--- src/rtl/parity_stream_unit_pkg.sv ---
// Shared encodings and sizing helpers for the parity stream unit.
package parity_stream_unit_pkg;

  localparam logic MODE_GEN = 1'b0;
  localparam logic MODE_CHK = 1'b1;

  typedef enum logic {
    ACCUM = 1'b0,
    HOLD  = 1'b1
  } state_t;

  // Beat counter must hold the value MAX_BEATS itself (reported in out_beats).
  function automatic int unsigned cw_width(input int unsigned max_beats);
    return $clog2(max_beats + 1);
  endfunction

endpackage

--- src/rtl/parity_stream_unit_xor.sv ---
// Parametrised N-input XOR reduction gate; used as the per-word parity stage.
module parity_stream_unit_xor #(
  parameter int unsigned N = 8
) (
  input  logic [N-1:0] in_bits,
  output logic         parity
);

  always_comb begin
    parity = ^in_bits;
  end

endmodule

--- src/rtl/parity_stream_unit.sv ---
// Frame-level XOR parity accumulator on a valid/ready word stream; emits
// one generated-parity or check result per frame through a held output.
module parity_stream_unit
  import parity_stream_unit_pkg::*;
#(
  parameter  int unsigned WIDTH     = 8,
  parameter  int unsigned ODD       = 0,
  parameter  int unsigned MAX_BEATS = 16,
  localparam int unsigned CW        = cw_width(MAX_BEATS)
) (
  input  logic             clk,
  input  logic             rst_n,
  input  logic             mode,
  input  logic             in_valid,
  output logic             in_ready,
  input  logic [WIDTH-1:0] in_data,
  input  logic             in_last,
  input  logic             in_par,
  output logic             out_valid,
  input  logic             out_ready,
  output logic             out_parity,
  output logic             out_error,
  output logic [CW-1:0]    out_beats,
  output logic             out_ovf
);

  localparam logic ODD_BIT = 1'(ODD);

  state_t          state_q;
  state_t          state_d;
  logic            started_q;
  logic            acc_q;
  logic [CW-1:0]   count_q;
  logic            mode_q;

  logic            word_par;
  logic            xfer;
  logic            at_max;
  logic            frame_end;
  logic            mode_eff;
  logic            par_next;

  parity_stream_unit_xor #(.N(WIDTH)) u_word_xor (
    .in_bits (in_data),
    .parity  (word_par)
  );

  // started_q keeps in_ready low until the first clock after reset release.
  assign out_valid = (state_q == HOLD);
  assign in_ready  = started_q && (!out_valid || out_ready);
  assign xfer      = in_valid && in_ready;
  assign at_max    = (count_q == CW'(MAX_BEATS - 1));
  assign frame_end = xfer && (in_last || at_max);
  assign mode_eff  = (count_q == '0) ? mode : mode_q;
  assign par_next  = acc_q ^ word_par ^ ODD_BIT;

  always_comb begin
    state_d = state_q;
    unique case (state_q)
      ACCUM: begin
        if (frame_end) state_d = HOLD;
      end
      HOLD: begin
        if (frame_end)      state_d = HOLD;
        else if (out_ready) state_d = ACCUM;
      end
      default: state_d = ACCUM;
    endcase
  end

  always_ff @(posedge clk or negedge rst_n) begin
    if (!rst_n) begin
      state_q   <= ACCUM;
      started_q <= 1'b0;
    end else begin
      state_q   <= state_d;
      started_q <= 1'b1;
    end
  end

  always_ff @(posedge clk or negedge rst_n) begin
    if (!rst_n) begin
      acc_q   <= 1'b0;
      count_q <= '0;
      mode_q  <= MODE_GEN;
    end else if (xfer) begin
      if (count_q == '0) mode_q <= mode;
      if (frame_end) begin
        acc_q   <= 1'b0;
        count_q <= '0;
      end else begin
        acc_q   <= acc_q ^ word_par;
        count_q <= count_q + CW'(1);
      end
    end
  end

  always_ff @(posedge clk or negedge rst_n) begin
    if (!rst_n) begin
      out_parity <= 1'b0;
      out_error  <= 1'b0;
      out_beats  <= '0;
      out_ovf    <= 1'b0;
    end else if (frame_end) begin
      out_parity <= par_next;
      out_error  <= (mode_eff == MODE_CHK) && (par_next != in_par);
      out_beats  <= count_q + CW'(1);
      out_ovf    <= at_max && !in_last;
    end
  end

endmodule

--- config.mk ---
export PLATFORM = sky130hd
export DESIGN_NAME = parity_stream_unit
export DESIGN_NICKNAME = d
export VERILOG_FILES = /design/src/rtl/parity_stream_unit_pkg.sv /design/src/rtl/parity_stream_unit_xor.sv /design/src/rtl/parity_stream_unit.sv
export SDC_FILE = /design/constraint.sdc
export NUM_CORES = 1
export LEC_CHECK = 0
export ABC_AREA = 1
export BUFFER_PORTS_ARGS = -buffer_cell sky130_fd_sc_hd__buf_2
export CORE_ASPECT_RATIO = 1.2
export CORE_UTILIZATION = 54
export CTS_BUF_LIST = sky130_fd_sc_hd__clkbuf_4
export CTS_CLUSTER_SIZE = 20
export DETAILED_ROUTE_END_ITERATION = 7
export PLACE_DENSITY = 0.81
export SKIP_CTS_REPAIR_TIMING = 1
export SLEW_MARGIN = 10
export SYNTH_ARGS = -nofsm -noshare
export SYNTH_HDL_FRONTEND = slang
export SYNTH_HIERARCHICAL = 1
export SYNTH_SLANG_ARGS = --single-unit
--- constraint.sdc ---
create_clock -name clk -period 1.85 [get_ports clk]
set_input_delay 0.2775 -clock clk [delete_from_list [all_inputs] [get_ports clk]]
set_output_delay 0.2775 -clock clk [all_outputs]
set_load 0.02 [all_outputs]
==> flow_metrics.env, run 1 <==
export IMPL_syn2layout_area_growth_pct=17.7
export IMPL_synth_area_mm2=0.00103
export IMPL_drive_above_1_share_pct=19.4
export IMPL_root_buffer="clkbuf_4"
export IMPL_die_height_um=49.8
export IMPL_dp_hpwl_mm=1.60
export IMPL_syn_nets=169
export IMPL_final_max_slew_viol_count=0
export IMPL_outcome="complete, no violations"
export IMPL_min_delay_path_class="in2reg"
export IMPL_rows=16
export IMPL_clkLatencyLatePin_ns=0.29
export IMPL_cts_clk_slew_worst_paths_ns=0.09
export IMPL_crit_fanout=6
export IMPL_ant_nets=0
export IMPL_drtIter0Drc=24
export IMPL_finalNonFillerCells=198
export IMPL_rsz0062_at_grt="false"
export IMPL_finalHoldViolCount=0
export IMPL_synth_area_per_cell_um2=6.82
export IMPL_fmax_ghz=0.618
export IMPL_grt_max_degree=18
export IMPL_n_antenna_cell=0
export IMPL_end_kind="register"
export IMPL_track_usage_pct=22.8
export IMPL_grt_pass1_wl_mm=3.60
export IMPL_final_common_cell="nand2_1"
export IMPL_cts_made_buffers=3
export IMPL_die_w_um=41.9
export IMPL_seq_area_frac_synth_pct=41.3
export IMPL_crit_chain="ha_1, nand2_1, nor2_1, ha_1, nor2_4, inv_1, nor2_4, nand2_1, o21ai_0"
export IMPL_start_kind="register"
export IMPL_dp_cells=193
export IMPL_clockBufferDepth=2
export IMPL_vias_per_cell=4.90
export IMPL_synthCells=151
export IMPL_cap_violations=0
export IMPL_antenna_found_initial=0
export IMPL_first_pass_iters=4
export IMPL_setup_viol=0
export IMPL_grt_pass1_vias=925
export IMPL_setup_tns_ns=0
export IMPL_wl_per_cell_um=10.0
export IMPL_cts_tree="done"
export IMPL_final_cell_mix="nand2_1, buf_2, inv_1"
export IMPL_critPathKind="reg2reg"
export IMPL_dieArea_mm2=0.00209
export IMPL_place_congestion=0.854
export IMPL_drc=0
export IMPL_drt_total_wl_mm=1.99
export IMPL_ios=25
export IMPL_grt_ovfl_total=0
export IMPL_cts_sinks=17
export IMPL_start_util_pct=60.5
export IMPL_yosysWarnings=6
export IMPL_synth_cell_types=17
export IMPL_power_density_mw_per_mm2=812
export IMPL_synth_seq_cells=17
export IMPL_coreArea_mm2=0.00170
export IMPL_final_nets=199
export IMPL_period_needed_ns=1.62
export IMPL_skew_ns=0.00334
export IMPL_cts_max_level=1
export IMPL_vias=970
export IMPL_ir_worst_vdd_mv=0.357
export IMPL_finalCritPeriodShare_pct=87.4
export IMPL_slowest_delay_ns=0.40
export IMPL_p_leak_uw=0.000778
export IMPL_worstPathRequired_ns=2.07
export IMPL_port_buffers=24
export IMPL_slowest_stage="dfrtp_1"
export IMPL_arrival_ns=1.84
## kinds of logic after synthesis
family	after synthesis	synth area share, %
compound gates	4	1.94
buf+inv	23	8.63
fa+ha+maj	3	3.65
other cells	1	0.364
flops	17	41.3
simple gates	101	42.4
xor+xnor	2	1.70
## critical path: cells and delay by family (launching register included)
kind | cells | cell delay (ns)
adder cells (fa/ha/maj) | 2 | 0.44
AO/OA/AOI/OAI | 1 | 0.07
flip-flops | 1 | 0.40
buffers and inverters | 1 | 0.09
AND/OR/NAND/NOR | 5 | 0.52
## worst paths after layout
| path | startpoint | endpoint | slack [ns] | depth (start not counted) |
|---|---|---|---|---|
| hold / removal | out_ready | out_valid | 0.28 | 4 |
| setup reg to reg | count_q[0] | acc_q | 0.23 | 9 |
| hold reg to reg | out_beats[0] | out_beats[0] | 0.47 | 2 |
| min in group asynchronous | rst_n | out_ovf | 0.44 | 2 |
| max in group asynchronous | rst_n | out_beats[0] | 1.14 | 2 |
| setup / recovery | count_q[0] | acc_q | 0.23 | 9 |
## per-layer routing
layer  vias up  GRT usage, %  wire, µm
met5         -             0         0
met4         0          14.0        59
met3         8          4.40        80
met2        28          39.3      1050
met1       430          25.4       794
li1        504             -         -
## power by group
part           total (µW)  internal (µW)  leakage, µW  switching, µW
Sequential            467            430     0.000223           37.3
Combinational         305            108     0.000536            197
Clock                 212           98.7    0.0000184            114
## cell type report
| cell class | count | area (µm²) |
|---|---|---|
| Clock buffer | 4 | 30.0 |
| Tap cell | 18 | 22.5 |
| Timing Repair Buffer | 25 | 130 |
| Sequential cell | 17 | 425 |
| Fill cell | 142 | 489 |
| Multi-Input combinational cell | 111 | 515 |
| Inverter | 23 | 88.8 |
## cell usage after synthesis, drive strengths merged
| library cell | n | share of area (%) |
|---|---|---|
| conb | 1 | 0.36 |
| dfrtp | 17 | 41 |
| ha | 3 | 3.6 |
| inv | 23 | 8.6 |
| nand2 | 86 | 32 |
| nand3 | 6 | 4.1 |
| nand3b | 1 | 0.73 |
| nor2 | 8 | 6.0 |
| o21ai | 4 | 1.9 |
| xor2 | 2 | 1.7 |
## stage by stage
stage          area (µm²)  setup WS, ns  util [%]  hold slack, ns  total power, µW
4_1_cts              1200         0.226      70.7          -0.105              984
3_5_place_dp         1170         0.227      68.9           0.215              777
6_report             1210         0.232      71.3           0.276              985
2_1_floorplan        1030         0.388         -         -0.0181              674
5_1_grt              1210         0.139      71.3           0.291             1050
3_3_place_gp         1170         0.338      68.9           0.209              760
## registers in the layout, indices dropped and copies added (netlist names)
signal and cells:
out_beats 5, out_ovf 1, count_q 5, mode_q 1
out_error 1, out_valid 1, out_parity 1, started_q 1
acc_q 1
(Power assumes the default switching activity.)
==> inputs of run 2 (changes only) <==
--- a/config.mk
+++ b/config.mk
@@ -8,11 +8,11 @@
 export ABC_AREA = 1
 export BUFFER_PORTS_ARGS = -buffer_cell sky130_fd_sc_hd__buf_2
 export CORE_ASPECT_RATIO = 1.2
-export CORE_UTILIZATION = 54
+export CORE_UTILIZATION = 58
 export CTS_BUF_LIST = sky130_fd_sc_hd__clkbuf_4
 export CTS_CLUSTER_SIZE = 20
 export DETAILED_ROUTE_END_ITERATION = 7
-export PLACE_DENSITY = 0.81
+export PLACE_DENSITY = 0.86
 export SKIP_CTS_REPAIR_TIMING = 1
 export SLEW_MARGIN = 10
 export SYNTH_ARGS = -nofsm -noshare
==> constraint.sdc (replaced) <==
create_clock -name clk -period 1.9 [get_ports clk]
set_input_delay 0.285 -clock clk [delete_from_list [all_inputs] [get_ports clk]]
set_output_delay 0.285 -clock clk [all_outputs]
set_load 0.02 [all_outputs]
==> flow_metrics.env, run 2 (synthesis gave the netlist of run 1 again) <==
export IMPL_wl_per_cell_um=10.0
export IMPL_dieArea_mm2=0.00195
export IMPL_wl_met3_um=83
export IMPL_grt_ovfl_total=0
export IMPL_routed_top_layer="met4"
export IMPL_rows=16
export IMPL_dp_hpwl_mm=1.61
export IMPL_die_height_um=48.2
export IMPL_wl_met1_um=772
export IMPL_route_met2_wl_mm=1.08
export IMPL_final_cell_mix="nand2_1, buf_2, inv_1"
export IMPL_power_density_mw_per_mm2=792
export IMPL_finalCritPeriodShare_pct=87.5
export IMPL_finalPower_uw=960
export IMPL_cts_clk_slew_worst_paths_ns=0.10
export IMPL_setup_tns_ns=0
export IMPL_outcome="complete, no violations"
export IMPL_combPwrFrac_pct=30.5
export IMPL_cap_violations=0
export IMPL_drive_above_1_share_pct=19.4
export IMPL_end_kind="register"
export IMPL_arrival_ns=1.89
export IMPL_final_max_slew_viol_count=0
export IMPL_hold_worst_slack_ns=0.279
export IMPL_final_common_cell="nand2_1"
export IMPL_cts_sinks=17
export IMPL_grt_pass1_wl_mm=2.84
export IMPL_coreArea_mm2=0.00164
export IMPL_finalNonFillerCells=198
export IMPL_port_buffers=24
export IMPL_drtIter0Drc=24
export IMPL_antenna_found_initial=0
export IMPL_p_leak_uw=0.000778
export IMPL_cts_tree="done"
export IMPL_skew_ns=0.00872
export IMPL_period_needed_ns=1.66
export IMPL_drc=0
export IMPL_ant_nets=0
export IMPL_biggestRegsByFlops="count_q x5, out_beats x5"
export IMPL_pwr_share_seq_pct=47.4
export IMPL_die_w_um=40.5
export IMPL_vias_per_cell=4.91
export IMPL_dp_cells=193
export IMPL_p_switching_uw=341
export IMPL_root_buffer="clkbuf_4"
export IMPL_critPathKind="reg2reg"
export IMPL_worstPathRequired_ns=2.13
export IMPL_first_pass_iters=4
export IMPL_slowest_stage="dfrtp_1"
export IMPL_grt_max_degree=18
export IMPL_grt_pass1_vias=763
export IMPL_path_buf_inv=1
export IMPL_cts_made_buffers=3
export IMPL_crit_chain="ha_1, nand2_1, nor2_1, ha_1, nor2_4, inv_1, nor2_4, nand2_1, o21ai_1"
export IMPL_start_util_pct=62.7
export IMPL_setup_viol=0
export IMPL_finalHoldViolCount=0
export IMPL_vias=973
export IMPL_rsz0062_at_grt="false"
export IMPL_clkPwrFrac_pct=22.1
export IMPL_clockBufferDepth=2
export IMPL_track_usage_pct=21.9
export IMPL_n_antenna_cell=0
export IMPL_slowest_delay_ns=0.42
export IMPL_fmax_ghz=0.602
export IMPL_p_int_uw=619
export IMPL_cts_max_level=1
export IMPL_min_delay_path_class="in2reg"
export IMPL_path_delay_family="simple AND/OR/NAND/NOR gates"
export IMPL_syn2layout_area_growth_pct=17.7
export IMPL_swShare_pct=35.5
export IMPL_place_congestion=0.828
export IMPL_ir_worst_vdd_mv=0.443
export IMPL_drt_total_wl_mm=1.99
export IMPL_start_kind="register"
export IMPL_clkLatencyLatePin_ns=0.30
export IMPL_final_nets=199
export IMPL_crit_fanout=6
export IMPL_ios=25
-- run 2: per-stage QoR --
stage	utilization, %	setup WS [ns]	instance area, µm²
2_1_floorplan	-	0.438	1030
3_3_place_gp	71.4	0.380	1170
3_5_place_dp	71.4	0.260	1170
4_1_cts	73.2	0.236	1200
5_1_grt	73.9	0.167	1210
6_report	73.9	0.238	1210
-- run 2: power groups by stage --
stage | Clock (µW) | Combinational, µW | Sequential, µW
6_report | 212 | 293 | 455
4_1_cts | 215 | 293 | 455
3_5_place_dp | 0 | 293 | 462
5_1_grt | 231 | 332 | 464
2_1_floorplan | 0 | 158 | 499
3_3_place_gp | 0 | 280 | 458
-- run 2: worst register-to-register path, cell delays in order (launching register included) --
cell	delay (ns)
dfrtp_1	0.42
ha_1	0.23
nand2_1	0.07
nor2_1	0.04
ha_1	0.22
nor2_4	0.16
inv_1	0.10
nor2_4	0.17
nand2_1	0.07
o21ai_1	0.09
-- run 2: final cells by class --
| cell class | instances | area [µm²] |
|---|---|---|
| Clock buffer | 4 | 30.0 |
| Fill cell | 143 | 429 |
| Inverter | 23 | 88.8 |
| Multi-Input combinational cell | 111 | 515 |
| Sequential cell | 17 | 425 |
| Tap cell | 18 | 22.5 |
| Timing Repair Buffer | 25 | 130 |
-- run 2: worst paths after layout --
path,from,slack (ns),cells after the start,endpoint
hold reg to reg,out_beats[1],0.47,2,out_beats[1]
max in group asynchronous,rst_n,1.20,2,acc_q
min in group asynchronous,rst_n,0.42,2,out_beats[3]
setup reg to reg,count_q[0],0.24,9,count_q[0]
setup / recovery,count_q[0],0.24,9,count_q[0]
hold / removal,out_ready,0.28,4,out_valid
-- run 2: layer usage --
| metal | vias up | track usage (%) |
|---|---|---|
| met3 | 5 | 4.11 |
| met1 | 433 | 20.0 |
| li1 | 507 | - |
| met2 | 28 | 44.1 |
| met5 | - | 0 |
| met4 | 0 | 10.0 |
==> inputs of run 3 (changes only) <==
--- a/config.mk
+++ b/config.mk
@@ -8,11 +8,10 @@
 export ABC_AREA = 1
 export BUFFER_PORTS_ARGS = -buffer_cell sky130_fd_sc_hd__buf_2
 export CORE_ASPECT_RATIO = 1.2
-export CORE_UTILIZATION = 58
-export CTS_BUF_LIST = sky130_fd_sc_hd__clkbuf_4
+export CORE_UTILIZATION = 56
 export CTS_CLUSTER_SIZE = 20
 export DETAILED_ROUTE_END_ITERATION = 7
-export PLACE_DENSITY = 0.86
+export PLACE_DENSITY = 0.83
 export SKIP_CTS_REPAIR_TIMING = 1
 export SLEW_MARGIN = 10
 export SYNTH_ARGS = -nofsm -noshare
==> flow_metrics.env, run 3 (synthesis gave the netlist of run 1 again) <==
export IMPL_outcome="complete, no violations"
export IMPL_dp_hpwl_mm=1.51
export IMPL_grt_pass1_vias=840
export IMPL_arrival_ns=1.83
export IMPL_drc=0
export IMPL_biggestRegsByFlops="count_q x5, out_beats x5"
export IMPL_ff_latch_area_um2=425
export IMPL_first_pass_iters=4
export IMPL_track_usage_pct=22.2
export IMPL_n_antenna_cell=0
export IMPL_final_cell_mix="nand2_1, buf_2, inv_1"
export IMPL_vias_per_cell=4.71
export IMPL_die_w_um=41.1
export IMPL_end_kind="register"
export IMPL_min_from="in_last"
export IMPL_min_delay_path_class="in2reg"
export IMPL_root_buffer="clkbuf_4"
export IMPL_ios=25
export IMPL_critPathKind="reg2reg"
export IMPL_wl_per_cell_um=9.44
export IMPL_dpl_cell_area_mm2=0.00117
export IMPL_crit_chain="ha_1, nand2_1, nor2_1, ha_1, nor2_4, inv_1, nor2_4, nand2_1, o21ai_1"
export IMPL_final_common_cell="nand2_1"
export IMPL_final_core_util_pct=71.9
export IMPL_antenna_found_initial=0
export IMPL_dieArea_mm2=0.00202
export IMPL_die_height_um=49.0
export IMPL_p_leak_uw=0.000777
export IMPL_syn2layout_area_growth_pct=17.5
export IMPL_coreArea_mm2=0.00168
export IMPL_fillers=136
export IMPL_finalCritPeriodShare_pct=84.5
export IMPL_vias=933
export IMPL_startpoint="count_q[0]"
export IMPL_path_buf_inv=1
export IMPL_final_max_slew_viol_count=0
export IMPL_cts_clk_slew_worst_paths_ns=0.11
export IMPL_ir_worst_vdd_mv=0.401
export IMPL_cap_violations=0
export IMPL_clkLatencyLatePin_ns=0.29
export IMPL_final_nets=199
export IMPL_rsz0062_at_grt="false"
export IMPL_path_delay_family="simple AND/OR/NAND/NOR gates"
export IMPL_drive_above_1_share_pct=19.4
export IMPL_slowest_delay_ns=0.41
export IMPL_cts_tree="done"
export IMPL_cts_max_level=1
export IMPL_skew_ns=0.00852
export IMPL_start_util_pct=61.2
export IMPL_grt_max_degree=18
export IMPL_cts_sinks=17
export IMPL_grt_ovfl_total=0
export IMPL_drt_total_wl_mm=1.87
export IMPL_setup_viol=0
export IMPL_port_buffers=24
export IMPL_worstReg2RegStart="count_q[0]"
export IMPL_multi_input_area_um2=515
export IMPL_rows=16
export IMPL_design_area_mm2=0.00121
export IMPL_start_kind="register"
export IMPL_worstPathRequired_ns=2.13
export IMPL_fmax_ghz=0.623
export IMPL_crit_fanout=6
export IMPL_slowest_stage="dfrtp_1"
export IMPL_finalHoldViolCount=0
export IMPL_period_needed_ns=1.61
export IMPL_setup_tns_ns=0
export IMPL_finalPower_uw=939
export IMPL_grt_pass1_wl_mm=3.13
export IMPL_power_density_mw_per_mm2=776
export IMPL_clockBufferDepth=2
export IMPL_place_congestion=0.787
export IMPL_cts_made_buffers=3
export IMPL_ant_nets=0
export IMPL_drtIter0Drc=18
-- run 3: changes by cell type in the layout (fill, tap and decap cells not counted), sizes merged --
cell / delta
clkbuf: -1
clkinv: +1
-- run 3: per-layer routing --
| metal | vias up | share of wire (%) | GRT usage [%] |
|---|---|---|---|
| met5 | - | 0 | 0 |
| met4 | 0 | 1.1 | 11.3 |
| met3 | 2 | 3.0 | 1.37 |
| met2 | 21 | 55 | 39.3 |
| met1 | 406 | 41 | 24.3 |
| li1 | 504 | - | - |
-- run 3: report_power, final --
group | switching (µW) | leakage [µW] | internal (µW) | total [µW]
Combinational | 186 | 0.000536 | 103 | 289
Sequential | 37.4 | 0.000223 | 419 | 456
Clock | 116 | 0.0000177 | 78.2 | 194
Total | 339 | 0.000777 | 600 | 939
-- run 3: worst reg2reg max path, stage by stage (launching register included) --
cell	delay [ns]
dfrtp_1	0.41
ha_1	0.22
nand2_1	0.07
nor2_1	0.04
ha_1	0.22
nor2_4	0.16
inv_1	0.09
nor2_4	0.18
nand2_1	0.08
o21ai_1	0.07
-- run 3: path summary, 6_finish.rpt --
path | endpoint | slack [ns] | depth (start not counted)
min | out_ovf | 0.29 | 3
max | count_q[0] | 0.29 | 9
min reg2reg | out_beats[4] | 0.47 | 2
max in group asynchronous | out_parity | 1.20 | 2
max reg2reg | count_q[0] | 0.29 | 9
min in group asynchronous | out_beats[2] | 0.43 | 2
-- run 3: through the flow --
stage / hold slack (ns) / std cells / worst slack, ns
final: 0.292 / 198 / 0.294
after global routing: 0.306 / 198 / 0.180
after CTS: -0.101 / 197 / 0.302
after detailed placement: 0.222 / 193 / 0.314
after global placement: 0.214 / 193 / 0.392
after floorplan: -0.0106 / 151 / 0.438
-- run 3: area by class of cell --
class	count	area share (%)
clock buffer	3	1.86
clock inverter	1	0.414
inverter	23	7.34
multi-input combinational	111	42.6
sequential	17	35.2
tap	18	1.86
timing repair buffer	25	10.8
